### config.mk
export PLATFORM = sky130hd
export DESIGN_NAME = morse_tx_q
export DESIGN_NICKNAME = d
export VERILOG_FILES = /design/src/rtl/morse_tx_q.sv
export SDC_FILE = /design/constraint.sdc
export NUM_CORES = 1
export LEC_CHECK = 0
export ABC_AREA = 0
export BUFFER_PORTS_ARGS = -buffer_cell sky130_fd_sc_hd__buf_2
export CORE_UTILIZATION = 45
export CTS_BUF_LIST = sky130_fd_sc_hd__clkbuf_8
export DETAILED_ROUTE_END_ITERATION = 10
export PLACE_DENSITY = 0.65
export RECOVER_POWER = 25
export SLEW_MARGIN = 30
export SYNTH_ARGS = -nofsm -noshare
export SYNTH_HDL_FRONTEND = slang
export SYNTH_SLANG_ARGS = --single-unit
### constraint.sdc
create_clock -name clock -period 3.85 [get_ports clock]
set_clock_uncertainty 0.2 [all_clocks]
set_input_delay 0.385 -clock clock [delete_from_list [all_inputs] [get_ports clock]]
set_output_delay 0.385 -clock clock [all_outputs]
set_load 0.005 [all_outputs]
### src/rtl/morse_tx_q.sv
// Morse-code LED keyer with a ready/valid character FIFO.
// Each queued (code, len) pair is keyed MSB first with programmable unit timing.
module morse_tx_q #(
    parameter int CODE_W   = 8,
    parameter int LEN_W    = 4,
    parameter int DEPTH    = 4,
    parameter int UNIT_DIV = 1,
    parameter int DOT_U    = 1,
    parameter int DASH_U   = 3,
    parameter int SYM_GAP  = 1,
    parameter int CHAR_GAP = 3,
    parameter int WORD_GAP = 7
) (
    input  logic                   clock,
    input  logic                   reset,
    input  logic                   char_vald,
    output logic                   char_rdy,
    input  logic [CODE_W-1:0]      charcode,
    input  logic [LEN_W-1:0]       charlen,
    input  logic                   flush,
    output logic                   led_drv,
    output logic                   char_next,
    output logic                   busy,
    output logic [$clog2(DEPTH):0] level
);

    localparam int PW   = $clog2(DEPTH);
    localparam int MAXU = DOT_U + DASH_U + SYM_GAP + CHAR_GAP + WORD_GAP;
    localparam int TW   = $clog2(MAXU * UNIT_DIV + 1);

    typedef enum logic [2:0] {IDLE, MARK, SGAP, CGAP, WGAP} state_t;
    state_t state, state_n;

    logic [CODE_W-1:0] code_mem [DEPTH];
    logic [LEN_W-1:0]  len_mem  [DEPTH];
    logic [PW-1:0]     wr_ptr, rd_ptr;
    logic [PW:0]       count;

    logic [CODE_W-1:0] code_q;
    logic [LEN_W-1:0]  len_q, sym_idx, len_clamp, head_len;
    logic [TW-1:0]     cnt, dur;
    logic              push, pop, expire, done, last_sym, empty;

    assign empty     = (count == '0);
    assign char_rdy  = (count != (PW+1)'(DEPTH));
    assign push      = char_vald && char_rdy && !flush;
    assign len_clamp = (charlen > LEN_W'(CODE_W)) ? LEN_W'(CODE_W) : charlen;
    assign head_len  = len_mem[rd_ptr];
    assign last_sym  = ((sym_idx + LEN_W'(1)) == len_q);
    assign busy      = (state != IDLE) || !empty;
    assign level     = count;

    always_ff @(posedge clock) begin
        if (push) begin
            code_mem[wr_ptr] <= charcode;
            len_mem[wr_ptr]  <= len_clamp;
        end
    end

    always_ff @(posedge clock) begin
        if (!reset || flush) begin
            wr_ptr <= '0;
            rd_ptr <= '0;
            count  <= '0;
        end else begin
            if (push) wr_ptr <= wr_ptr + PW'(1);
            if (pop)  rd_ptr <= rd_ptr + PW'(1);
            count <= count + (PW+1)'(push) - (PW+1)'(pop);
        end
    end

    // code_q shifts left per symbol, so the active symbol is always its MSB
    always_comb begin
        dur = TW'(UNIT_DIV);
        case (state)
            MARK:    dur = code_q[CODE_W-1] ? TW'(DASH_U * UNIT_DIV)
                                            : TW'(DOT_U * UNIT_DIV);
            SGAP:    dur = TW'(SYM_GAP * UNIT_DIV);
            CGAP:    dur = TW'(CHAR_GAP * UNIT_DIV);
            WGAP:    dur = TW'((WORD_GAP - CHAR_GAP) * UNIT_DIV);
            default: dur = TW'(UNIT_DIV);
        endcase
    end

    assign expire = (state != IDLE) && (cnt == dur - TW'(1));

    always_comb begin
        state_n = state;
        pop     = 1'b0;
        done    = 1'b0;
        case (state)
            IDLE: begin
                if (!empty) begin
                    pop     = 1'b1;
                    state_n = (head_len == '0) ? WGAP : MARK;
                end
            end
            MARK: if (expire) state_n = last_sym ? CGAP : SGAP;
            SGAP: if (expire) state_n = MARK;
            CGAP, WGAP: begin
                if (expire) begin
                    done = 1'b1;
                    if (!empty) begin
                        pop     = 1'b1;
                        state_n = (head_len == '0) ? WGAP : MARK;
                    end else begin
                        state_n = IDLE;
                    end
                end
            end
            default: state_n = IDLE;
        endcase
        if (flush) begin
            state_n = IDLE;
            pop     = 1'b0;
            done    = 1'b0;
        end
    end

    always_ff @(posedge clock) begin
        if (!reset) begin
            state     <= IDLE;
            cnt       <= '0;
            code_q    <= '0;
            len_q     <= '0;
            sym_idx   <= '0;
            led_drv   <= 1'b0;
            char_next <= 1'b0;
        end else begin
            state     <= state_n;
            led_drv   <= (state_n == MARK);
            char_next <= done;
            cnt       <= (expire || state == IDLE || flush) ? '0 : cnt + TW'(1);
            if (pop) begin
                code_q  <= code_mem[rd_ptr];
                len_q   <= head_len;
                sym_idx <= '0;
            end else if (state == MARK && expire && !flush) begin
                code_q  <= code_q << 1;
                sym_idx <= sym_idx + LEN_W'(1);
            end
        end
    end

endmodule

==> results of run 1 <==
==> sequential cells by signal, indices dropped and copies added, names as in the netlist, named ones only <==
name and flops:
code_mem 32, level 3, len_mem 16, cnt 4
wr_ptr 2, char_next 1, code_q 8, len_q 4
rd_ptr 2, sym_idx 4, state 3, led_drv 1
==> layout by cell type (no fill, tap or decap), types with 8 or more instances in the layout <==
cell / instances
buf_2: 13
xnor2_1: 11
ha_1: 9
inv_1: 9
clkbuf_8: 9
o211a_1: 8
nand2_1: 22
dfxtp_1: 33
mux4_2: 12
nor2_1: 24
edfxtp_1: 48
clkbuf_1: 9
==> layer usage <==
metal | wire (um) | part of all wire
met2 | 2735 | 0.48
met5 | 0 | 0
met1 | 2682 | 0.47
met3 | 175 | 0.031
met4 | 127 | 0.022
==> worst register-to-register path: cells and delay by family, from the launching register on <==
| family | cells | cell delay (ps) |
|---|---|---|
| compound gates | 2 | 750 |
| xor+xnor | 3 | 520 |
| fa+ha+maj | 4 | 1010 |
| buf+inv | 3 | 150 |
| flops | 1 | 410 |
| simple gates | 4 | 440 |
==> repair_timing <==
action | CTS | global route
resized for setup | 0 | 3
setup endpoints to repair | 0 | 1
setup buffers | 0 | 1
==> cells by family (layout without fill, tap and decap cells) <==
family	count (synthesis)	after routing	share of synthesized area
AOI/OAI and AO/OA	27	27	0.05927
DFF	82	82	0.6092
muxes	20	20	0.1009
xor gates and xnor gates	18	18	0.04741
and+or+nand+nor	80	80	0.1149
adders and majority gates	10	10	0.03808
buffers and inverters	20	52	0.03017
==> per-stage QoR <==
stage               std cells  hold WS (ps)  utilization
global placement          371         257.5       0.4988
global route              388         94.60       0.5270
CTS                       387         32.99       0.5260
detailed placement        371         265.1       0.4988
floorplan                 257         238.9            -
finish                    388         84.80       0.5270
==> power breakdown <==
group | internal [uW] | leakage, uW | switching, uW
logic | 52.1 | 0.000693 | 62.2
registers | 950 | 0.000713 | 13.3
clock network | 303 | 0.0000924 | 318
total | 1310 | 0.00150 | 393
==> area by class of cell <==
cell class                 count  area share
clock inverter                 7     0.01965
multi-input combinational    155      0.3260
timing repair buffer          27     0.03512
tap                           99     0.03189
sequential                    82      0.5467
inverter                       9    0.008698
clock buffer                   9     0.03189
==> worst paths after layout <==
path / end / depth (start not counted)
max reg2reg: level[2] / 16
max: level[2] / 16
min: code_mem[2][5] / 1
min reg2reg: code_q[0] / 2
==> reports/metrics.yaml, run 1 <==
placed_design:
  place_ws_ps: 68.55
  io_buffers: 22
  gp_congestion: 0.7561
  hpwl_um: 3903
  postPlaceCellArea_mm2: 0.003676
floorplanning:
  ioPinCount: 23
  rows: 31
  die_h_um: 89.98
  dieArea_mm2: 0.008096
  start_util: 0.4727
  coreArea_mm2: 0.007370
  die_width_um: 89.98
setup_path:
  end_kind: "flop"
  crit_slowest_cell: "o41ai_2"
  path_buf_inv: 3
  cp.arrival_ps: 3640
  max_stage_delay_ps: 470
  required_ps: 3880
  reg2reg_slack_ps: 240
  startpoint: "state[0]"
  rr_startpoint: "state[0]"
  cp_top_family: "adder cells"
  critPathLaunchType: "flop"
  crit_chain: "nor2_2 -> and2_1 -> ha_1 -> xnor2_1 -> o41ai_2 -> nand2_1 -> a211o_1 -> inv_1 -> ha_1 -> inv_1 -> ha_1 -> inv_1 -> fa_1 -> xor2_1 -> xnor2_1 -> nor2_1"
  crit_type: "reg -> reg"
  worstPathMaxFanout: 5
grt:
  grt_pass1_wl_um: 9666
  grt_start_max_net_pins: 29
  met3_usage: 0.03299
  antenna_found_initial: 0
  top_usage_layer: "met2"
  first_global_vias: 1971
  use_met1: 0.2035
  grt_overflow: 0
  globalRouteMet2Util: 0.2494
  track_usage: 0.1573
power:
  power_density_mw_per_mm2: 437.5
  p_leak_uw: 0.001498
  vdd_drop_max_v: 0.0003613
  power_uw: 1699
yosys:
  synth_area_mm2: 0.003483
  synth-edff-count: 48
  synth_most_common_cell: "edfxtp_1"
  yosysUniqueCellTypes: 42
  netlist_instances: 257
  synth_top_area_frac: 0.4138
  syn_nets: 283
  synth_flop_cell: "edfxtp_1"
  netlist_top_cells_area: "edfxtp_1 (41%), dfxtp_1 (20%), mux4_2 (7.8%), ha_1 (3.2%), xnor2_1 (2.8%)"
  ys_seq_area_frac: 0.6092
  ys_ff_latch: 82
  synth_commonest_cells: "edfxtp_1 (48), dfxtp_1 (34), nor2_1 (25)"
  yosys.area.top_type: "edfxtp_1"
  synth_async_sr_flop_share: 0
  syn_area_per_cell_um2: 13.55
  yosysWarnings: 0
timing:
  layout_setup_ws_ps: 241.6
  rsz0062_at_grt: "no"
  tns_ps: 0
  setup_violations: 0
  post-route-min-period_ps: 3608
  finalHoldViolCount: 0
  tightest_slew_ps: 645.5
  max_slew_margin: 0.5697
  fmax_mhz: 277.1
  slew_viol_final: 0
  fin_crit_sh: 0.9373
run:
  maxCapViolCount: 0
detailed_routing:
  first_iter_violations: 103
  first_pass_iters: 4
  vias_per_cell: 5.103
  wl_um: 5720
  drcViolationCount: 0
  vias: 1980
  avgRoutedWirePerCell_um: 14.74
  final_antenna_net_count: 0
hold_path:
  hold_class: "in -> reg"
  hold_start: "charcode[5]"
clock_network:
  cts_tree: "yes"
  cts_hold_buf: 0
  worstSkewPairLatency_ps: 350
  numCtsBuffers: 9
  clock_sinks: 82
  cts_root_buf: "clkbuf_8"
  path_clk_slew_ps: 90
  cts_max_level: 3
  clock_path_buffers: 2
finish:
  nets: 310
  fin_area_mm2: 0.003884
  regArea_mm2: 0.002123
  nFillCells: 652
  syn_to_final_growth_pct: 11.49
  antenna_cells: 0
  drive_gt1_frac: 0.1972
  multi_input_area_mm2: 0.001266
outcome:
  status: "completed"
No activity file was read; power rests on OpenSTA's default activity.
==> inputs of run 2 (changes only) <==
- CELL_PAD_IN_SITES_DETAIL_PLACEMENT: unset -> 1
- CELL_PAD_IN_SITES_GLOBAL_PLACEMENT: unset -> 1
- PLACE_DENSITY: 0.65 -> 0.75
==> run 2 against run 1 <==
Net effect: count of clock-buffer cells in the layout unchanged; global-route usage up 2.2 points; core utilization unchanged; sequential power about the same; register-to-register slack better by 30 ps; combinational power up 4%; highest routed layer unchanged.
==> reports/metrics.yaml, run 2 (synthesized netlist as in run 1, its figures left out) <==
outcome:
  status: "completed"
clock_network:
  cts_root_buf: "clkbuf_8"
  numCtsBuffers: 9  # unchanged
  clock_sinks: 82  # unchanged
  cts_tree: "yes"
  cts_max_level: 3  # unchanged
  clock_path_buffers: 2  # unchanged
  cts_hold_buf: 0  # unchanged
  path_clk_slew_ps: 100  # about the same
  worstSkewPairLatency_ps: 350  # about the same
detailed_routing:
  avgRoutedWirePerCell_um: 16.49  # +12%
  vias_per_cell: 5.257  # +3.0%
  final_antenna_net_count: 0  # unchanged
  first_iter_violations: 98  # -4.9%
  drcViolationCount: 0  # unchanged
  wl_um: 6416  # +12%
  first_pass_iters: 4  # unchanged
  vias: 2045  # +3.3%
finish:
  regArea_mm2: 0.002122  # about the same
  syn_to_final_growth_pct: 11.49  # unchanged
  nets: 311  # +0.32%
  reg_top3: "code_mem x32, len_mem x16, code_q x8"
  largest_register_ffs: 32  # unchanged
  top_register: "code_mem"
  nFillCells: 774  # +19%
  multi_input_area_mm2: 0.001264  # -0.20%
  drive_gt1_frac: 0.1931  # -0.004128
  antenna_cells: 0  # unchanged
  final_common_cell: "edfxtp_1"
  final_cell_mix: "edfxtp_1 (48), dfxtp_1 (34), nor2_1 (25), nand2_1 (22), buf_2 (13)"
grt:
  first_global_vias: 2168  # +10%
  grt_pass1_wl_um: 11010  # +14%
  grt_overflow: 0  # unchanged
  track_usage: 0.1788  # +0.02158
  antenna_found_initial: 0  # unchanged
  grt_start_max_net_pins: 29  # unchanged
floorplanning:
  die_h_um: 89.98  # unchanged
  dieArea_mm2: 0.008096  # unchanged
  rows: 31  # unchanged
  start_util: 0.4727  # unchanged
  coreArea_mm2: 0.007370  # unchanged
  die_width_um: 89.98  # unchanged
  ioPinCount: 23  # unchanged
setup_path:
  required_ps: 3890  # about the same
  crit_chain: "nor2_1 -> and2_1 -> ha_1 -> xnor2_1 -> o41ai_2 -> nand2_1 -> a211o_1 -> inv_1 -> ha_1 -> inv_1 -> ha_1 -> inv_1 -> fa_1 -> xor2_1 -> xnor2_1 -> nor2_1"
  worst-path-stages: 16  # unchanged
  rr_endpoint: "level[2]"
  reg2reg_slack_ps: 270  # +30 ps
  cp.arrival_ps: 3620  # -20 ps
  end_kind: "flop"
  path_buf_inv: 3  # unchanged
  worstPathMaxFanout: 8  # +3
  crit_type: "reg -> reg"
  critPathLaunchType: "flop"
  rr_startpoint: "state[1]"
  r2r_cells: 16  # unchanged
  cp_top_family: "adder cells"
  max_stage_delay_ps: 460  # about the same
  crit_slowest_cell: "dfxtp_1"
timing:
  rsz0062_at_grt: "no"
  timing.hold.ws_ps: 82.63  # -2.173 ps
  setup_violations: 0  # unchanged
  post-route-min-period_ps: 3579  # -29.21 ps
  max_slew_margin: 0.5760  # +0.006333
  fmax_mhz: 279.4  # +0.82%
  tns_ps: 0  # unchanged
  tightest_slew_ps: 636.0  # -9.498 ps
  finalHoldViolCount: 0  # unchanged
  fin_crit_sh: 0.9297  # -0.007586
  slew_viol_final: 0  # unchanged
placed_design:
  io_buffers: 22  # unchanged
  gp_congestion: 0.7930  # +4.9%
  hpwl_um: 4441  # +14%
hold_path:
  hold_class: "in -> reg"
  min_to: "code_mem[2][2]"
  hold_start: "charcode[2]"
  hold_depth: 1  # unchanged
power:
  vdd_drop_max_v: 0.0002469  # -32%
  power_density_mw_per_mm2: 437.4  # about the same
  p_leak_uw: 0.001505  # +0.47%
run:
  maxCapViolCount: 0  # unchanged
==> run 2: worst max-delay path by stage <==
stage	startpoint	endpoint	slack, ps
floorplan	state[0]	level[2]	50
global placement	state[1]	level[2]	360
detailed placement	state[1]	level[2]	160
CTS	state[1]	level[2]	130
global route	state[1]	level[2]	40
finish	state[1]	level[2]	270
==> run 2: worst reg2reg max path, stage by stage, from the launching register on <==
cell	delay [ps]
dfxtp_1	460
nor2_1	100
and2_1	180
ha_1	310
xnor2_1	200
o41ai_2	360
nand2_1	120
a211o_1	290
inv_1	80
ha_1	220
inv_1	50
ha_1	120
inv_1	40
fa_1	360
xor2_1	180
xnor2_1	140
nor2_1	50
==> run 2: routing by layer <==
metal | wire, um | part of all wire | GRT usage | vias up
met4 | 104 | 0.016 | 0.07661 | 0
li1 | - | - | - | 986
met3 | 185 | 0.029 | 0.03130 | 9
met1 | 3049 | 0.48 | 0.2421 | 1017
met2 | 3076 | 0.48 | 0.2853 | 33
met5 | 0 | 0 | 0 | -
==> run 2: timing repair <==
action                                  in CTS  in global routing
endpoints found under the setup margin       0                  1
gates resized for setup                      0                  1
setup buffers                                0                  0
==> run 2: report_power, final <==
| part | leakage [uW] | internal [uW] | switching (uW) |
|---|---|---|---|
| Clock | 0.0000966 | 253 | 362 |
| Sequential | 0.000713 | 950 | 13.5 |
| Combinational | 0.000696 | 52.9 | 66.6 |
| Total | 0.00151 | 1260 | 442 |
==> run 2: layout make-up <==
class | instances | area share
Multi-Input combinational cell | 155 | 0.3254
Inverter | 9 | 0.008698
Clock inverter | 7 | 0.01869
Sequential cell | 82 | 0.5464
Timing Repair Buffer | 28 | 0.03705
Tap cell | 99 | 0.03189
Clock buffer | 9 | 0.03189
==> run 2: per-stage QoR <==
stage          power [uW]  cells  setup WS [ps]  cell area [um2]  utilization
4_1_cts              1713    389          135.0             3887       0.5275
6_report             1699    389          270.8             3884       0.5270
2_1_floorplan        1067    257          52.27             3483            -
3_5_place_dp         1107    373          156.8             3691       0.5008
5_1_grt              1765    389          41.34             3884       0.5270
3_3_place_gp         1101    373          362.0             3691       0.5008
